--- config.mk ---
export PLATFORM = sky130hd
export DESIGN_NAME = seg_scan_driver
export DESIGN_NICKNAME = d
export VERILOG_FILES = /design/src/rtl/seg_scan_driver.sv
export SDC_FILE = /design/constraint.sdc
export NUM_CORES = 1
export LEC_CHECK = 0
export ABC_AREA = 1
export CAP_MARGIN = 20
export CELL_PAD_IN_SITES_DETAIL_PLACEMENT = 0
export CELL_PAD_IN_SITES_GLOBAL_PLACEMENT = 1
export CORE_AREA = 2 2 87 89
export CTS_BUF_LIST = sky130_fd_sc_hd__clkbuf_2 sky130_fd_sc_hd__clkbuf_4 sky130_fd_sc_hd__clkbuf_8
export CTS_CLUSTER_SIZE = 12
export DETAILED_ROUTE_END_ITERATION = 6
export DIE_AREA = 0 0 89 91
export HOLD_SLACK_MARGIN = 0.12
export PLACE_DENSITY = 0.83
export REMOVE_ABC_BUFFERS = 1
export SETUP_SLACK_MARGIN = 0.5
export SYNTH_ARGS = -nofsm -noshare
export SYNTH_HDL_FRONTEND = slang
export SYNTH_SLANG_ARGS = --single-unit
--- constraint.sdc ---
create_clock -name clk_50m -period 2.8 [get_ports clk_50m]
set_input_delay 0.56 -clock clk_50m [delete_from_list [all_inputs] [get_ports clk_50m]]
set_output_delay 0.56 -clock clk_50m [all_outputs]
set_load 0.02 [all_outputs]
--- src/rtl/seg_scan_driver.sv ---
// seg_scan_driver: multiplexes six packed BCD digits onto one active-low
// 7-segment bus with active-low one-hot digit selects. Every digit slot
// starts with a dead-time gap so neighbouring digits never ghost. The
// digits are captured once per frame so a carry ripple cannot tear the
// display mid-frame.
//
// Optional feature macro: SEG_SCAN_LZ_BLANK_EN
//   defined   -> the hours-tens digit (last digit) stays dark when it is 0
//   undefined -> the hours-tens digit shows 0 like every other digit
module seg_scan_driver #(
  parameter int CLK_FREQ = 50000000,
  parameter int SCAN_HZ  = 1000,
  parameter int DEAD_CYC = 500,
  parameter int DIGITS   = 6
) (
  input  logic                  clk_50m,
  input  logic                  rst,
  input  logic                  en,
  input  logic [4*DIGITS-1:0]   bcd_in,
  output logic [6:0]            seg,
  output logic [DIGITS-1:0]     dig_sel,
  output logic                  frame_done
);

  localparam int SLOT  = CLK_FREQ / SCAN_HZ;
  localparam int CNT_W = (SLOT > 1) ? $clog2(SLOT) : 1;
  localparam int IDX_W = (DIGITS > 1) ? $clog2(DIGITS) : 1;

  localparam logic [CNT_W-1:0] SLOT_LAST = CNT_W'(SLOT - 1);
  localparam logic [CNT_W-1:0] DEAD_LIM  = CNT_W'(DEAD_CYC);
  localparam logic [IDX_W-1:0] IDX_LAST  = IDX_W'(DIGITS - 1);

  typedef enum logic {
    BLANK = 1'b0,
    SHOW  = 1'b1
  } state_t;

  // A zero-length dead time means the slot opens straight into SHOW.
  localparam state_t RST_STATE = (DEAD_CYC > 0) ? BLANK : SHOW;

  state_t                state_q, state_d;
  logic [CNT_W-1:0]      cnt_q, cnt_d;
  logic [IDX_W-1:0]      idx_q, idx_d;
  logic [4*DIGITS-1:0]   shadow_q, shadow_d;
  logic [6:0]            seg_q, seg_d;
  logic [DIGITS-1:0]     dig_sel_q, dig_sel_d;
  logic                  frame_done_q, frame_done_d;
  logic [3:0]            cur_digit;

  // BCD to active-low gfedcba; anything outside 0..9 shows a dash.
  function automatic logic [6:0] decode_bcd(input logic [3:0] v);
    logic [6:0] s;
    case (v)
      4'd0:    s = 7'b1000000;
      4'd1:    s = 7'b1111001;
      4'd2:    s = 7'b0100100;
      4'd3:    s = 7'b0110000;
      4'd4:    s = 7'b0011001;
      4'd5:    s = 7'b0010010;
      4'd6:    s = 7'b0000010;
      4'd7:    s = 7'b1111000;
      4'd8:    s = 7'b0000000;
      4'd9:    s = 7'b0011000;
      default: s = 7'b0111111;
    endcase
    return s;
  endfunction

  // Pick the frozen digit addressed by the current scan index.
  always_comb begin
    cur_digit = 4'd0;
    for (int k = 0; k < DIGITS; k++) begin
      if (idx_q == IDX_W'(k)) begin
        cur_digit = shadow_q[4*k +: 4];
      end
    end
  end

  // Next-state and registered-output logic for the scan.
  always_comb begin
    state_d      = state_q;
    cnt_d        = cnt_q;
    idx_d        = idx_q;
    shadow_d     = shadow_q;
    seg_d        = 7'h7F;
    dig_sel_d    = '1;
    frame_done_d = 1'b0;

    if (en) begin
      if ((cnt_q == '0) && (idx_q == '0)) begin
        shadow_d = bcd_in;
      end

      if (cnt_q == SLOT_LAST) begin
        cnt_d = '0;
        idx_d = (idx_q == IDX_LAST) ? '0 : idx_q + IDX_W'(1);
      end else begin
        cnt_d = cnt_q + CNT_W'(1);
      end

      frame_done_d = (cnt_q == SLOT_LAST) && (idx_q == IDX_LAST);

      if (state_q == SHOW) begin
        seg_d = decode_bcd(cur_digit);
        for (int k = 0; k < DIGITS; k++) begin
          dig_sel_d[k] = (idx_q != IDX_W'(k));
        end
`ifdef SEG_SCAN_LZ_BLANK_EN
        if ((idx_q == IDX_LAST) && (cur_digit == 4'd0)) begin
          seg_d     = 7'h7F;
          dig_sel_d = '1;
        end
`endif
      end
    end else begin
      cnt_d = '0;
      idx_d = '0;
    end

    state_d = (cnt_d < DEAD_LIM) ? BLANK : SHOW;
  end

  // State and output registers with synchronous reset.
  always_ff @(posedge clk_50m) begin
    if (rst) begin
      state_q      <= RST_STATE;
      cnt_q        <= '0;
      idx_q        <= '0;
      shadow_q     <= '0;
      seg_q        <= 7'h7F;
      dig_sel_q    <= '1;
      frame_done_q <= 1'b0;
    end else begin
      state_q      <= state_d;
      cnt_q        <= cnt_d;
      idx_q        <= idx_d;
      shadow_q     <= shadow_d;
      seg_q        <= seg_d;
      dig_sel_q    <= dig_sel_d;
      frame_done_q <= frame_done_d;
    end
  end

  assign seg        = seg_q;
  assign dig_sel    = dig_sel_q;
  assign frame_done = frame_done_q;

endmodule

**Word level (Yosys, flattened, before mapping)**

Memories as Yosys holds them, arrays and structs flattened. A register that Yosys moved wholly into a read port is not among the register bits.
Cells that the tools add are included.

- Bits in registers: 51
- Logic and storage cells: 41
- Memories kept: 1
- ROM bits: 112
- Input port bits: 27
- Output and inout bits: 14

- Order comparisons: 1
- Bitwise logic cells: 2
- Multiplexer cells: 10
- Equal/unequal tests: 11
- Add/sub/neg operators: 2
- Reduce and logical (&&, ||, !) cells: 8

Memories:

| name | words | width | read ports | clocked after Yosys merged registers in | wr ports | RTL line | RTL |
|---|---|---|---|---|---|---|---|
| (name not given) | 16 | 7 | 1 | 1 | 0 | 53 | `case (v)` |

Operators by type and width:

| operator | count |
|---|---|
| 2-to-1 mux 16 bit | 2 |
| 2-to-1 mux 4 bit | 6 |
| adder 16 x 1 -> 16 bit (second input constant) | 1 |
| == test 16 bit (second input constant) | 1 |
| logical NOT 16 bit | 1 |
| less-than comparator 16 x 9 -> 1 bit (second input constant) | 1 |
| == test 3 x 2 -> 1 bit (second input constant) | 2 |
| == test 3 bit (second input constant) | 2 |
| != test 3 x 2 -> 1 bit (second input constant) | 2 |
| != test 3 bit (second input constant) | 2 |
| adder 3 x 1 -> 3 bit (second input constant) | 1 |
| == test 3 x 1 -> 1 bit (second input constant) | 1 |
| logical NOT 3 bit | 1 |
| 2-to-1 mux 3 bit | 1 |
| != test 3 x 1 -> 1 bit (second input constant) | 1 |
| nonzero test 3 bit | 1 |
| OR reduction 3 bit | 1 |
| logical AND 1 bit | 2 |
| NOT 1 bit | 2 |
| AND reduction 2 bit | 1 |
| OR reduction 2 bit | 1 |
| 2-to-1 mux 1 bit | 1 |

**Depth between registers and ports, before layout**

- Depth in word-level cells: 7
- Depth in mapped cells: 14
- Gate-level depth less buffers: 14

**Least setup slack after synthesis**

No wires, ideal clock.

- Path type: register -> register
- Start point: register idx_q[1]
- End point: register seg_q[0], in the netlist seg[0]
- Stages on the path, launching flop included: 15
- Setup slack: 888 ps
- Buffers on the path: 1
- Setup time: 130 ps
- Arrival: 1783 ps
- Clock period less this slack: 1912 ps
- Cell sequence: dfxtp_1 > buf_2 > nand2_1 > inv_1 > ha_1 > inv_1 > nand2_1 > nand2_1 > a21oi_1 > inv_1 > ha_1 > inv_1 > nand3_1 > nand3_1 > nand3_1

- Cells in the longest elaborated chain, start to end: 7

Ends and longest elaborated chain:

| item | RTL line | RTL |
|---|---|---|
| start: declaration | 43 | `logic [IDX_W-1:0] idx_q, idx_d;` |
| start signal: assignment | 136 | `idx_q <= idx_d;` |
| logical NOT 3 bit | 73 | `if (idx_q == IDX_W'(k)) begin` |
| 2-to-1 mux 4 bit (5 in series) | 73 |  |
| 2-to-1 mux 4 bit * | 73 |  |
| end: declaration | 45 | `logic [6:0] seg_q, seg_d;` |

Mark *: on every way between the ends. The rest lies on a longest branch, timed or not.
A chain may end at the register's enable or synchronous reset.

**Worst setup path after layout**

- Start point: register cnt_q[0]
- End point: register state_q

- Cells in the longest elaborated chain, start to end: 5

Ends and longest elaborated chain:

| item | RTL line | RTL |
|---|---|---|
| start: declaration | 42 | `logic [CNT_W-1:0] cnt_q, cnt_d;` |
| start signal: assignment | 135 | `cnt_q <= cnt_d;` |
| adder 16 x 1 -> 16 bit or == test 16 bit (tied branches) | 98, 94 |  |
| 2-to-1 mux 16 bit * | 94 | `if (cnt_q == SLOT_LAST) begin` |
| 2-to-1 mux 16 bit * | 89 | `if (en) begin` |
| less-than comparator 16 x 9 -> 1 bit * | 120 | `state_d = (cnt_d < DEAD_LIM) ? BLANK : SHOW;` |
| 2-to-1 mux 1 bit * | 120 |  |
| end signal: assignment | 134 | `state_q <= state_d;` |
| end: declaration | 41 | `state_t state_q, state_d;` |

Marks and branches as above.

==> results.txt <==
* Final setup violation count: 0
- Leaving out fill and tap cells, the most frequent cell in the layout is sky130_fd_sc_hd__nand2_1.
* Largest net degree at the start of global routing: 30
- After legalization and detailed placement, the total HPWL measured 4610 um.
* Cell count after placement: 531
- Clock skew after layout: 8.77 ps
- In this run the standard cell core region covers 7140 um2.
- CTS sink cnt: just under 60
- In the final layout, the share of cells above drive strength 1 is 0.0716.
- Startpoint-to-endpoint class of the critical path: flip-flop to flip-flop
* Final Max Tran Viols: 0
- After routing, the total negative slack on setup checks comes to 0 ps.
- Counting flops and latches in the post-synthesis netlist gives 58.
- At the end of the flow, the number of nets in the layout was ~480.
- For this block, the initial DRC count from the detailed router was 81.
- Max Cap Viol: 0
- Number of nets with antenna violations after detailed routing: 0
- Timing analysis after detailed placement gives a worst setup slack of ~490 ps.
- Number of inserted filler cells in the final layout: 753
* Design Power: 0.00186 W
- Cell leakage power: 1.45 nW
- Cell with the largest stage delay on the worst path: sky130_fd_sc_hd__dfxtp_1
- Clk pin slew, worst setup/hold paths: ~60 ps
* RSZ-0062 raised after global routing: true
- The flow ran to the end, and the final reports show no timing, DRC or antenna violations.
* Average via count per standard cell: 4.66
- For this design, the CTS-stage hold fixing added 0 buffers.
- Die Wd: 89 um
* Warnings from Yosys: 0
* WP data arrival: 2250 ps
- Synthesized instance count: 402
- The worst path meets setup with ~770 ps of slack.
* Ports placed on the boundary: 41
- Global routing finished with a remaining overflow of 0.
- Routability-driven placement finished with a final weighted congestion of 0.840.
* Startpoint types: flip-flop
- Synthesis instantiated 26 different standard cells from the library.
* Fraction of the mapped netlist area in compound gates: 0.0963
- Synth Area in XOR/XNOR: 0.00645
- Die Span Y: 91 um
* Worst slew margin: 0.578
* Cell area after technology mapping: ~2700 um2
- Global-route usage over all layers: 0.162
* Critical Path, Cell by Cell: ha_1, nand2_1, nor2_2, nand4_1, nand2_1, nand2_1, a21oi_1, nand3_1, nand2_1, nand3_1
* Total via count after detailed routing: 2547
- Wire length per cell after detailed routing: between 10 and 15 um
- Simple-gate share of the synthesized area: 0.352
- Of the available clock period, the critical path in the final layout requires 0.724.
- The worst setup path is captured at a flip-flop.
- On the worst path, the slowest cell contributes a delay of 450 ps.
* Initial core utilization: 0.380
- By area, the combinational part of the netlist is dominated by simple AND/OR/NAND/NOR gates.
- The portion of synthesized area spent on multiplexers is 0.
- The via count of the first global-routing pass came to about 2.4k.
* Highest net fanout along the worst path: 8
* Final worst path period need: 2030 ps
- Most prevalent standard cell on the critical path: sky130_fd_sc_hd__nand2_1
- The min-delay analysis places its worst path in the category flip-flop to flip-flop.
* Residual DRC: 0
- In the layout the commonest cells are sky130_fd_sc_hd__nand2_1 (94), sky130_fd_sc_hd__nor2_1 (82), sky130_fd_sc_hd__dfxtp_1 (57).
- The first TritonRoute pass finished after 4 iterations.
- Summing all multi-input logic gate instances after layout gives 1350 um2.
- After detailed routing, the total wire length is 6170 um.
- Of the total synthesized cell area, the portion taken by full adders, half adders and majority gates is 0.0369.
* PD cells: 544 nW/um2
- Row count: 31
* Clock buffer depth: 2
* Maximum frequency from static timing analysis: between 400 and 500 MHz
- Final non-filler cell total: 546
* Level count of the clock H-tree: 3
- The first global-routing pass estimated 10200 um of wire.
- Utilization after layout: 0.478
* Number of clock buffers inserted by TritonCTS: 9
- Layout Area Growth over Synthesis: 25.8%
- Data on the critical path is required at its endpoint by 3020 ps.
- Clock network latency to the later pin of the worst-skew pair: 340 ps
- The number of antenna violations at the first check in global routing is 0.
* CTS Root Buffer Type: sky130_fd_sc_hd__clkbuf_8
- Antenna diode instance count: 0
* Port Buffers: 40
- Hold violation count in the final report: 0
- For the pin with the worst max-slew slack, the measured transition is 632 ps.
* Mean cell area of the mapped netlist: 6.75 um2
- The die covers 8100 um2.
- VDD sags by at most 0.000326 V.
- For this run, the register share of the synthesized area comes to 0.428.
- Area taken by flip-flops and latches: 1160 um2
- CTS tree: done
layout make-up:
type,count,share of cell area
Sequential cell,58,0.340
Inverter,45,0.0495
Clock buffer,9,0.0363
Multi-Input combinational cell,288,0.394
Clock inverter,6,0.0242
Tap cell,99,0.0363
Timing Repair Buffer,41,0.119
kinds of logic (layout without fill, tap and decap cells):
group | count (synthesis) | count (layout)
AND/OR/NAND/NOR | 228 | 228
buffers and inverters | 56 | 101
adder cells (fa/ha/maj) | 8 | 8
AO/OA/AOI/OAI | 50 | 50
flip-flops | 58 | 58
XOR/XNOR | 2 | 2
layer usage:
layer  vias to the layer above  routed length [um]  GRT usage  share of wire
li1                       1354                   -          -              -
met1                      1130                2770      0.191           0.45
met2                        51                2940      0.266           0.48
met3                        12                 329     0.0600          0.053
met4                         0                 124     0.0609          0.020
met5                         -                   0          0              0
Yosys cell counts:
library cell                n  share of area
sky130_fd_sc_hd__o21ai_1   18          0.033
sky130_fd_sc_hd__nand3_1   34          0.063
sky130_fd_sc_hd__nor2_1    82           0.11
sky130_fd_sc_hd__nand3b_1   1         0.0028
sky130_fd_sc_hd__a21oi_1   17          0.031
sky130_fd_sc_hd__or2_2      1         0.0023
sky130_fd_sc_hd__ha_1       8          0.037
sky130_fd_sc_hd__a211oi_1   1         0.0028
sky130_fd_sc_hd__a21boi_1   1         0.0028
sky130_fd_sc_hd__a21boi_2   1         0.0041
sky130_fd_sc_hd__o21ai_0   12          0.022
sky130_fd_sc_hd__buf_2      7          0.013
sky130_fd_sc_hd__nand4_1    6          0.014
sky130_fd_sc_hd__nand2_1   94           0.13
sky130_fd_sc_hd__nor4_1     1         0.0023
sky130_fd_sc_hd__inv_2      6         0.0083
sky130_fd_sc_hd__nor3_4     1         0.0060
sky130_fd_sc_hd__nor2_2     1         0.0023
sky130_fd_sc_hd__inv_1     39          0.054
sky130_fd_sc_hd__xor2_1     1         0.0032
sky130_fd_sc_hd__dfxtp_1   58           0.43
sky130_fd_sc_hd__buf_1      1         0.0014
sky130_fd_sc_hd__nor3_1     5         0.0092
sky130_fd_sc_hd__xnor2_1    1         0.0032
sky130_fd_sc_hd__clkbuf_1   3         0.0041
sky130_fd_sc_hd__nor3_2     2         0.0074
flip-flops by register name, summed over array words and instances (netlist names):
signal,flops
shadow_q,24
state_q,1
frame_done,1
dig_sel,6
seg,7
idx_q,3
cnt_q,16
critical path, delay by kind of cell (launching register included):
kind                     cells  cell delay (ps)
flip-flops                   1              450
adder cells (fa/ha/maj)      1              300
AO/OA/AOI/OAI                1              130
AND/OR/NAND/NOR              8             1020
metrics by stage:
stage,hold slack [ps],instance area (um2)
floorplan,432,2670
global placement,446,3200
detailed placement,446,3200
CTS,456,3410
global route,489,3410
finish,452,3410
worst paths after layout:
| path | cells past startpoint | slack (ps) | startpoint | end |
|---|---|---|---|---|
| setup / recovery | 10 | 770 | cnt_q[0] | state_q |
| hold reg to reg | 2 | 450 | shadow_q[20] | shadow_q[20] |
| hold / removal | 2 | 450 | shadow_q[20] | shadow_q[20] |
| setup reg to reg | 10 | 770 | cnt_q[0] | state_q |
report_power, final:
part / switching, W / internal [W]
clock network: 0.000326 / 0.000491
registers: 0.0000158 / 0.000857
logic: 0.0000934 / 0.0000754
what timing repair did:
item                       CTS  global route
buffers inserted             0             0
cloned                       0             0
resized for setup            1             3
setup endpoints to repair    1             6
(Power assumes the default switching activity.)
